### src/rtl/fracmod_pkg.sv
// Shared definitions for the fraction-mod-q inverse datapath.
//   FM_W        operand/result width of the divider
//   FM_Q        modulus q of the inverse datapath
//   div_state_t divider controller states
package fracmod_pkg;

  localparam int FM_W = 13;
  localparam int FM_Q = 4591;

  typedef enum logic [1:0] {
    IDLE,
    RUN,
    DONE
  } div_state_t;

endpackage

### src/rtl/fracmod_div_if.sv
// Handshake/result bundle between the Euclid controller and the divider.
//   master (controller): drives start, dividend, divisor; reads busy, done,
//                        qdiv, rdiv, dbz
//   slave  (divider)   : the mirror image
interface fracmod_div_if
  import fracmod_pkg::*;
#(
  parameter int W = FM_W
);

  logic         start;
  logic [W-1:0] dividend;
  logic [W-1:0] divisor;
  logic         busy;
  logic         done;
  logic [W-1:0] qdiv;
  logic [W-1:0] rdiv;
  logic         dbz;

  modport master (
    output start, dividend, divisor,
    input  busy, done, qdiv, rdiv, dbz
  );

  modport slave (
    input  start, dividend, divisor,
    output busy, done, qdiv, rdiv, dbz
  );

endinterface

### src/rtl/fracmod_div_step.sv
// One restoring-division iteration (purely combinational).
//   rem      current partial remainder (W+1 bits)
//   bit_in   dividend bit shifted into the remainder
//   dsr      divisor
//   rem_next partial remainder after the trial subtraction
//   q_bit    quotient bit produced by this iteration
module fracmod_div_step
  import fracmod_pkg::*;
#(
  parameter int W = FM_W
) (
  input  logic [W:0]   rem,
  input  logic         bit_in,
  input  logic [W-1:0] dsr,
  output logic [W:0]   rem_next,
  output logic         q_bit
);

  logic [W+1:0] t;
  logic [W+1:0] d;
  logic [W:0]   diff;

  // The remainder stays below dsr, so its top bit is always zero; the
  // shifted value is nevertheless compared at full width so nothing is lost.
  always_comb begin
    t        = {rem, bit_in};
    d        = {2'b00, dsr};
    diff     = t[W:0] - d[W:0];
    q_bit    = (t >= d);
    rem_next = q_bit ? diff : t[W:0];
  end

endmodule

### src/rtl/fracmod_div.sv
// Sequential unsigned radix-2 restoring divider, one quotient bit per clock.
// Supplies quotient/remainder to the extended-Euclid controller.
//   clk    rising-edge clock
//   rst_n  synchronous reset, active-low
//   bus    fracmod_div_if slave: start/dividend/divisor in,
//          busy/done/qdiv/rdiv/dbz out
// A zero divisor skips the iterations and reports all-ones quotient,
// remainder equal to the dividend and dbz set. Results hold until the next
// completion.
module fracmod_div
  import fracmod_pkg::*;
#(
  parameter int W = FM_W
) (
  input  logic          clk,
  input  logic          rst_n,
  fracmod_div_if.slave  bus
);

  localparam int              CNT_W    = $clog2(W);
  localparam logic [CNT_W-1:0] CNT_LAST = CNT_W'(W - 1);

  div_state_t       state;
  div_state_t       state_next;
  logic [W:0]       rem;
  logic [W-1:0]     quo;
  logic [W-1:0]     dsr;
  logic [CNT_W-1:0] cnt;

  logic             busy_q;
  logic             done_q;
  logic             dbz_q;
  logic [W-1:0]     qdiv_q;
  logic [W-1:0]     rdiv_q;

  logic [W:0]       rem_next;
  logic             q_bit;
  logic [W-1:0]     quo_next;

  fracmod_div_step #(
    .W (W)
  ) u_step (
    .rem      (rem),
    .bit_in   (quo[W-1]),
    .dsr      (dsr),
    .rem_next (rem_next),
    .q_bit    (q_bit)
  );

  assign quo_next = {quo[W-2:0], q_bit};

  always_comb begin
    state_next = state;
    case (state)
      IDLE: begin
        if (bus.start) begin
          state_next = (bus.divisor == '0) ? DONE : RUN;
        end
      end
      RUN: begin
        if (cnt == '0) begin
          state_next = DONE;
        end
      end
      DONE:    state_next = IDLE;
      default: state_next = IDLE;
    endcase
  end

  // busy/done are registered from the next state so they carry no
  // combinational path from the inputs.
  always_ff @(posedge clk) begin
    if (!rst_n) begin
      state  <= IDLE;
      busy_q <= 1'b0;
      done_q <= 1'b0;
      dbz_q  <= 1'b0;
      qdiv_q <= '0;
      rdiv_q <= '0;
      rem    <= '0;
      quo    <= '0;
      dsr    <= '0;
      cnt    <= '0;
    end else begin
      state  <= state_next;
      busy_q <= (state_next != IDLE);
      done_q <= (state_next == DONE);
      case (state)
        IDLE: begin
          if (bus.start) begin
            if (bus.divisor != '0) begin
              rem   <= '0;
              quo   <= bus.dividend;
              dsr   <= bus.divisor;
              cnt   <= CNT_LAST;
              dbz_q <= 1'b0;
            end else begin
              qdiv_q <= '1;
              rdiv_q <= bus.dividend;
              dbz_q  <= 1'b1;
            end
          end
        end
        RUN: begin
          rem <= rem_next;
          quo <= quo_next;
          if (cnt == '0) begin
            qdiv_q <= quo_next;
            rdiv_q <= rem_next[W-1:0];
          end else begin
            cnt <= cnt - 1'b1;
          end
        end
        default: ;
      endcase
    end
  end

  assign bus.busy = busy_q;
  assign bus.done = done_q;
  assign bus.dbz  = dbz_q;
  assign bus.qdiv = qdiv_q;
  assign bus.rdiv = rdiv_q;

endmodule

### src/flat_wrapper.sv
// flat-port wrapper written by rule: the top's interface ports become plain ports
module fracmod_div_flat import fracmod_pkg::*;
#(
  parameter int W = FM_W
)
  (clk, rst_n, bus_start, bus_dividend, bus_divisor, bus_busy, bus_done, bus_qdiv, bus_rdiv, bus_dbz);
  fracmod_div_if #(.W(W)) bus_i ();
  input  logic clk;
  input  logic rst_n;
  input wire logic [$bits(bus_i.start)-1:0] bus_start;
  input wire logic [$bits(bus_i.dividend)-1:0] bus_dividend;
  input wire logic [$bits(bus_i.divisor)-1:0] bus_divisor;
  output wire logic [$bits(bus_i.busy)-1:0] bus_busy;
  output wire logic [$bits(bus_i.done)-1:0] bus_done;
  output wire logic [$bits(bus_i.qdiv)-1:0] bus_qdiv;
  output wire logic [$bits(bus_i.rdiv)-1:0] bus_rdiv;
  output wire logic [$bits(bus_i.dbz)-1:0] bus_dbz;
  assign bus_i.start = bus_start;
  assign bus_i.dividend = bus_dividend;
  assign bus_i.divisor = bus_divisor;
  assign bus_busy = bus_i.busy;
  assign bus_done = bus_i.done;
  assign bus_qdiv = bus_i.qdiv;
  assign bus_rdiv = bus_i.rdiv;
  assign bus_dbz = bus_i.dbz;
  fracmod_div #(.W(W)) u_core (.clk(clk), .rst_n(rst_n), .bus(bus_i));
endmodule
### config.mk
export PLATFORM = sky130hd
export DESIGN_NAME = fracmod_div_flat
export DESIGN_NICKNAME = d
export VERILOG_FILES = /design/src/rtl/fracmod_pkg.sv /design/src/rtl/fracmod_div_if.sv /design/src/rtl/fracmod_div_step.sv /design/src/rtl/fracmod_div.sv /design/src/flat_wrapper.sv
export SDC_FILE = /design/constraint.sdc
export NUM_CORES = 1
export LEC_CHECK = 0
export ABC_CLOCK_PERIOD_IN_PS = 3940
export CORE_MARGIN = 2
export CORE_UTILIZATION = 32
export CTS_BUF_LIST = sky130_fd_sc_hd__clkbuf_8 sky130_fd_sc_hd__clkbuf_16
export CTS_CLUSTER_DIAMETER = 60
export DETAILED_ROUTE_END_ITERATION = 6
export DONT_BUFFER_PORTS = 1
export PLACE_DENSITY_LB_ADDON = 0.3
export RECOVER_POWER = 25
export SLEW_MARGIN = 10
export SYNTH_ARGS = -nofsm -noshare
export SYNTH_HDL_FRONTEND = slang
export SYNTH_HIERARCHICAL = 1
export SYNTH_SLANG_ARGS = --single-unit
export TNS_END_PERCENT = 50
### constraint.sdc
create_clock -name clk -period 3.94 [get_ports clk]
set_clock_uncertainty 0.15 [all_clocks]
set_input_delay 0.788 -clock clk [delete_from_list [all_inputs] [get_ports clk]]
set_output_delay 0.788 -clock clk [all_outputs]
set_load 0.02 [all_outputs]
Yosys cells after proc, flatten, opt, wreduce, memory -nomap -nowiden
Index checks and enable logic that the tools add are counted.
Widths: inputs -> output; s select.
{ "op_classes": {"add_sub_neg": 2, "n_mul": 0, "div": 0, "n_lt_le_gt_ge": 1, "eq_ne": 7, "shift": 0, "n_mux": 24, "bitwise_logic": 0, "reduce_logical": 11} }
{ "op_table": {"columns": ["operator", "n"], "rows": [
  ["$mux 13", 8],
  ["$pmux 13 s2", 3],
  ["$mux 14", 3],
  ["$pmux 14 s2", 1],
  ["$ge 15x13->1", 1],
  ["$sub 14x13->14", 1],
  ["$logic_not 13->1", 1],
  ["$reduce_bool 13->1", 1],
  ["$mux 4", 3],
  ["$pmux 4 s2", 1],
  ["$reduce_and 4->1", 2],
  ["$mux 2", 3],
  ["$ne 2x2->1 const B", 3],
  ["$reduce_and 3->1", 2],
  ["$logic_not 4->1", 1],
  ["$ne 2x1->1 const B", 2],
  ["$pmux 2 s2", 1],
  ["$reduce_bool 2->1", 2],
  ["$sub 4x1->4 const B", 1],
  ["$eq 2x1->1 const B", 1],
  ["$eq 2x2->1 const B", 1],
  ["$logic_not 2->1", 1],
  ["$reduce_and 2->1", 1],
  ["$mux 1", 1]
]} }
{ "totals": {"register_bits": 75, "latchBits": 0, "mem_bits_rw": 0, "rom_bits": 0, "in_bits": 29, "out_inout_bits": 29, "elab_cells": 55, "mem_count": 0} }

Logic depth before layout (Yosys ltp)
{ "depth": {"ltp_word": 5, "ltp_mapped": 13, "depth_no_buf": 13} }

Cells and area by module
Netlist, hierarchy kept.
{ "modules_own_cells": {"columns": ["mod", "instances", "cells_each", "area_per_inst_um2", "seq_area_each_um2"], "rows": [
  ["fracmod_div", 1, 299, 3019.1, 1501.4],
  ["fracmod_div_step", 1, 120, 945.9, 0.0]
]} }

Worst setup path after synthesis
OpenSTA, ideal clock, no wires.
{ "synth_timing": {"path_kind": "register -> register", "startpoint": "register u_core.quo[12]", "endpoint": "register u_core.rdiv_q[12] (netlist: u_core/bus.rdiv[12])", "setup_time_ns": 0.122, "arrival_time_ns": 2.335, "t_required_ns": 3.668, "slack_ns": 1.333, "path_stages_with_launch": 13, "path_buffers": 0, "period_less_slack_ns": 2.607, "path_cell_list": "dfxtp_1 > inv_1 > ha_1 > inv_1 > fa_1 > a211oi_1 > o21ai_1 > a31o_1 > a21oi_4 > o311ai_1 > mux2_4 > mux2i_1 > a211oi_1"} }
{ "synth_via": {"elab_chain_len": 4, "elab_cells_between_ends": 5, "cone_classes": "add/sub (1); order compare (1); mux (3)"} }
{ "synth_lines": {"columns": ["item", "line", "text"], "rows": [
  ["from (decl)", "fracmod_div.sv:26", "logic [W-1:0] quo;"],
  ["from (signal assigned)", "fracmod_div.sv:93", "quo <= bus.dividend;"],
  ["from (signal assigned)", "fracmod_div.sv:106", "quo <= quo_next;"],
  ["$sub 14x13->14 / $ge 15x13->1 (equally long branches)", "fracmod_div_step.sv:28, fracmod_div_step.sv:29", null],
  ["$mux 14 (*)", "fracmod_div_step.sv:30", "rem_next = q_bit ? diff : t[W:0];"],
  ["named net u_core.rem_next[12]", "fracmod_div.sv:36", "logic [W:0] rem_next;"],
  ["$mux 13 (*)", "fracmod_div.sv:107", "if (cnt == '0) begin"],
  ["$pmux 13 s2 (*)", "fracmod_div.sv:88", "case (state)"],
  ["to (signal assigned)", "fracmod_div.sv:99", "rdiv_q <= bus.dividend;"],
  ["to (signal assigned)", "fracmod_div.sv:109", "rdiv_q <= rem_next[W-1:0];"],
  ["to (decl)", "fracmod_div.sv:34", "logic [W-1:0] rdiv_q;"]
]} }
Mark *: on every way through the listed nets, which the timed path passes. The rest lies on a longest branch. The select of a mux whose other input is x is not followed.
A chain may end at the register's enable or synchronous reset.

Worst setup path in the final report
{ "layout_timing": {"startpoint": "register u_core.dsr[1]", "endpoint": "register u_core.rdiv_q[2] (netlist: u_core/bus.rdiv[2])"} }
{ "layout_via": {"elab_chain_len": 4, "elab_cells_between_ends": 5, "cone_classes": "add/sub (1); order compare (1); mux (3)"} }
{ "layout_lines": {"columns": ["item", "line", "text"], "rows": [
  ["from (decl)", "fracmod_div.sv:27", "logic [W-1:0] dsr;"],
  ["from (signal assigned)", "fracmod_div.sv:94", "dsr <= bus.divisor;"],
  ["$sub 14x13->14 / $ge 15x13->1 (equally long branches)", "fracmod_div_step.sv:28, fracmod_div_step.sv:29", null],
  ["$mux 14 (*)", "fracmod_div_step.sv:30", null],
  ["named net u_core.rem_next[2]", "fracmod_div.sv:36", null],
  ["$mux 13 (*)", "fracmod_div.sv:107", null],
  ["$pmux 13 s2 (*)", "fracmod_div.sv:88", null]
]} }
Marks and branches as above.

==> summary.txt <==
Worst setup path
  – CP max FO: 14
  – Setup CP Type: register to register
  – WP data required: 4.00 ns
  – Critical Path AT: 3.20 ns
  – Worst setup EP type: register
  – CP Launch Type: register

Synth
  – Area leader, netlist: dfxtp_1
  – #FFs+latches synth: 75
  – Area contributors post-synth: dfxtp_1 (38%), a22o_1 (6.0%), a21oi_1 (4.8%), ha_1 (4.7%), nand2_1 (3.9%)
  – Synth cell types: 57
  – Yosys warns: 6
  – Register area share after synthesis: 37.87%
  – Ys flop type: dfxtp_1
  – Fraction of registers with async set/reset: 0%
  – Synth Area per Inst: 9.463 um2
  – Post-synth EDFFs: 0
  – Mapped Nets: 464
  – Cell count after synthesis: 419
  – Mapped Area: 0.003965 mm2
  – Post-synth top area share: 37.87%

Worst hold path
  – Hold WC Path Type: register to register

Timing
  – Min cycle time layout: 3.145 ns
  – Final setup viols: 0
  – Worst Max-Slew Pin Slew: 1.116 ns
  – Setup_tns: 0 ns
  – Fin. Hold Viols: 0
  – Max Freq: 0.3180 GHz
  – Share of the cycle needed by the critical path after routing: 79.82%
  – RSZ-0062 raised after global routing: false
  – Pins Over Slew Limit: 0
  – Relative slew slack: 25.48%

Finish
  – Post-layout util: 36.75%
  – Most frequent cells in the layout: dfxtp_1 (75), nand2_1 (41), a21oi_1 (38), a22o_1 (27), inv_1 (22)
  – Commonest non-fill, non-tap cell in the layout: dfxtp_1
  – Layout cells sized above 1: 15.55%
  – Antenna cell count: 0
  – P&R area growth vs syn: 11.80%
  – # nets final: 458

Placed design
  – GP Congestion: 0.9047
  – Port Buffers: 0
  – Hpwl dp: 7330 um

Global route
  – First-pass GRT wire length: 16280 um
  – Global Route Usage Sum: 15.78%
  – Largest net degree at the start of global routing: 34
  – GRT overflow: 0
  – Vias in the first global route: 3106
  – Initial antenna violation count: 0

Clock tree
  – H-tree depth: 3
  – CTS hold repair buffers: 0
  – Bufs on Longest Clock Path: 2
  – CTS Buf Count: 9
  – Worst-Skew Late Latency: 0.34 ns
  – Clk sinks: 75
  – Clk root buf: clkbuf_16
  – Post-cts resize count: 0
  – CTS tree: built
  – Post-CTS Setup Bufs: 0
  – Reg clk slew, reported paths: 0.06 ns

Die
  – Core area: 0.01206 mm2
  – Die height: 115.3 um
  – IO Pins: 58
  – Die area: 0.01330 mm2
  – Die Width: 115.3 um
  – # rows: 40
  – Initial Util: 32.87%

Drt
  – DRC: 0
  – Routed len/inst: 16.97 um
  – Initial DRC Count: 187
  – Vias per inst: 5.355
  – Antenna-violating nets left: 0
  – Total Wirelength: 9943 um
  – Via count: 3138
  – Drt first pass iters: 4

Power and ir drop
  – PwrDens: 680.0 mW/mm2
  – Maximum vdd drop: 0.2718 mV
  – LEAKAGE: 1.716 nW

Run status
  – Status: completed

Flow run
  – Max-Cap Viols: 0
-- critical path: stages, from the launching register on --
cell and delay (ns):
dfxtp_1 0.33, inv_1 0.07, ha_1 0.28, nor2b_4 0.13, o211ai_2 0.16, a21boi_2 0.09
o21ai_1 0.12, a31oi_1 0.12, a311oi_4 0.88, mux2_2 0.43, mux2i_1 0.15, a211oi_1 0.09
-- cells in the mapped netlist (5+ instances only) --
cell type	instances
o221a_2	13
nand3_1	7
inv_1	22
ha_1	15
o21ai_0	7
a211oi_1	16
a21oi_1	38
nor2_1	13
xnor2_1	7
mux2i_1	14
dfxtp_1	75
a22o_1	27
a21boi_0	13
nand2_1	41
o21a_1	15
clkbuf_1	17
mux2_4	8
buf_2	5
nor3_1	6
-- path summary, 6_finish.rpt --
path                                      endpoint  slack (ns)           from  depth (start not counted)
worst max-delay path            u_core/bus.rdiv[2]        0.80  u_core/dsr[1]                         11
worst min-delay path                 u_core/dsr[9]        0.31  u_core/dsr[9]                          2
worst max register to register  u_core/bus.rdiv[2]        0.80  u_core/dsr[1]                         11
worst min register to register       u_core/dsr[9]        0.31  u_core/dsr[9]                          2
-- area by class of cell --
class | count | area, um2
multi-input cells | 297 | 2266
clock inverters | 5 | 60.06
clock buffers | 11 | 252.7
well taps | 168 | 210.2
fillers | 1225 | 7629
flip-flops and latches | 75 | 1501
repair buffers | 8 | 60.06
inverters | 22 | 82.58
-- kinds of logic after synthesis --
logic type / synth area share (%)
xor+xnor: 2.209
compound gates: 30.17
mux: 7.700
fa+ha+maj: 5.238
simple gates: 11.64
buf+inv: 5.175
flops: 37.87
-- state kept, by name, summed over array words and instances, names as in the netlist --
signal           flops
u_core/bus.done      1
u_core/bus.rdiv     13
u_core/bus.dbz       1
u_core/bus.qdiv     13
u_core/rem          14
u_core/cnt           4
u_core/quo          13
u_core/dsr          13
u_core/state         2
u_core/bus.busy      1
-- power breakdown --
| part | switching, W | internal (W) |
|---|---|---|
| sequential | 0.000111 | 0.000841 |
| combinational | 0.000616 | 0.000588 |
| clock | 0.000332 | 0.000527 |
| total | 0.00106 | 0.00196 |
-- through the flow --
| stage | hold WS [ns] | setup WS, ns | power [W] | cells | cell area [um2] |
|---|---|---|---|---|---|
| 3_5_place_dp | 0.3008 | 0.8290 | 0.002160 | 570 | 4120 |
| 2_1_floorplan | 0.2863 | 1.333 | 0.001958 | 419 | 3965 |
| 4_1_cts | 0.3088 | 0.8180 | 0.003023 | 586 | 4433 |
| 6_report | 0.3070 | 0.7951 | 0.003014 | 586 | 4433 |
| 5_1_grt | 0.3246 | 0.6104 | 0.003186 | 586 | 4433 |
| 3_3_place_gp | 0.2975 | 0.8840 | 0.002138 | 570 | 4120 |
-- per-layer routing --
| metal | global-route usage (%) | routed length (um) | up-vias |
|---|---|---|---|
| li1 | - | - | 1546 |
| met1 | 21.35 | 4857 | 1487 |
| met2 | 22.81 | 4201 | 91 |
| met3 | 5.746 | 679 | 14 |
| met4 | 6.185 | 204 | 0 |
| met5 | 0 | 0 | - |
(Power assumes the default switching activity.)
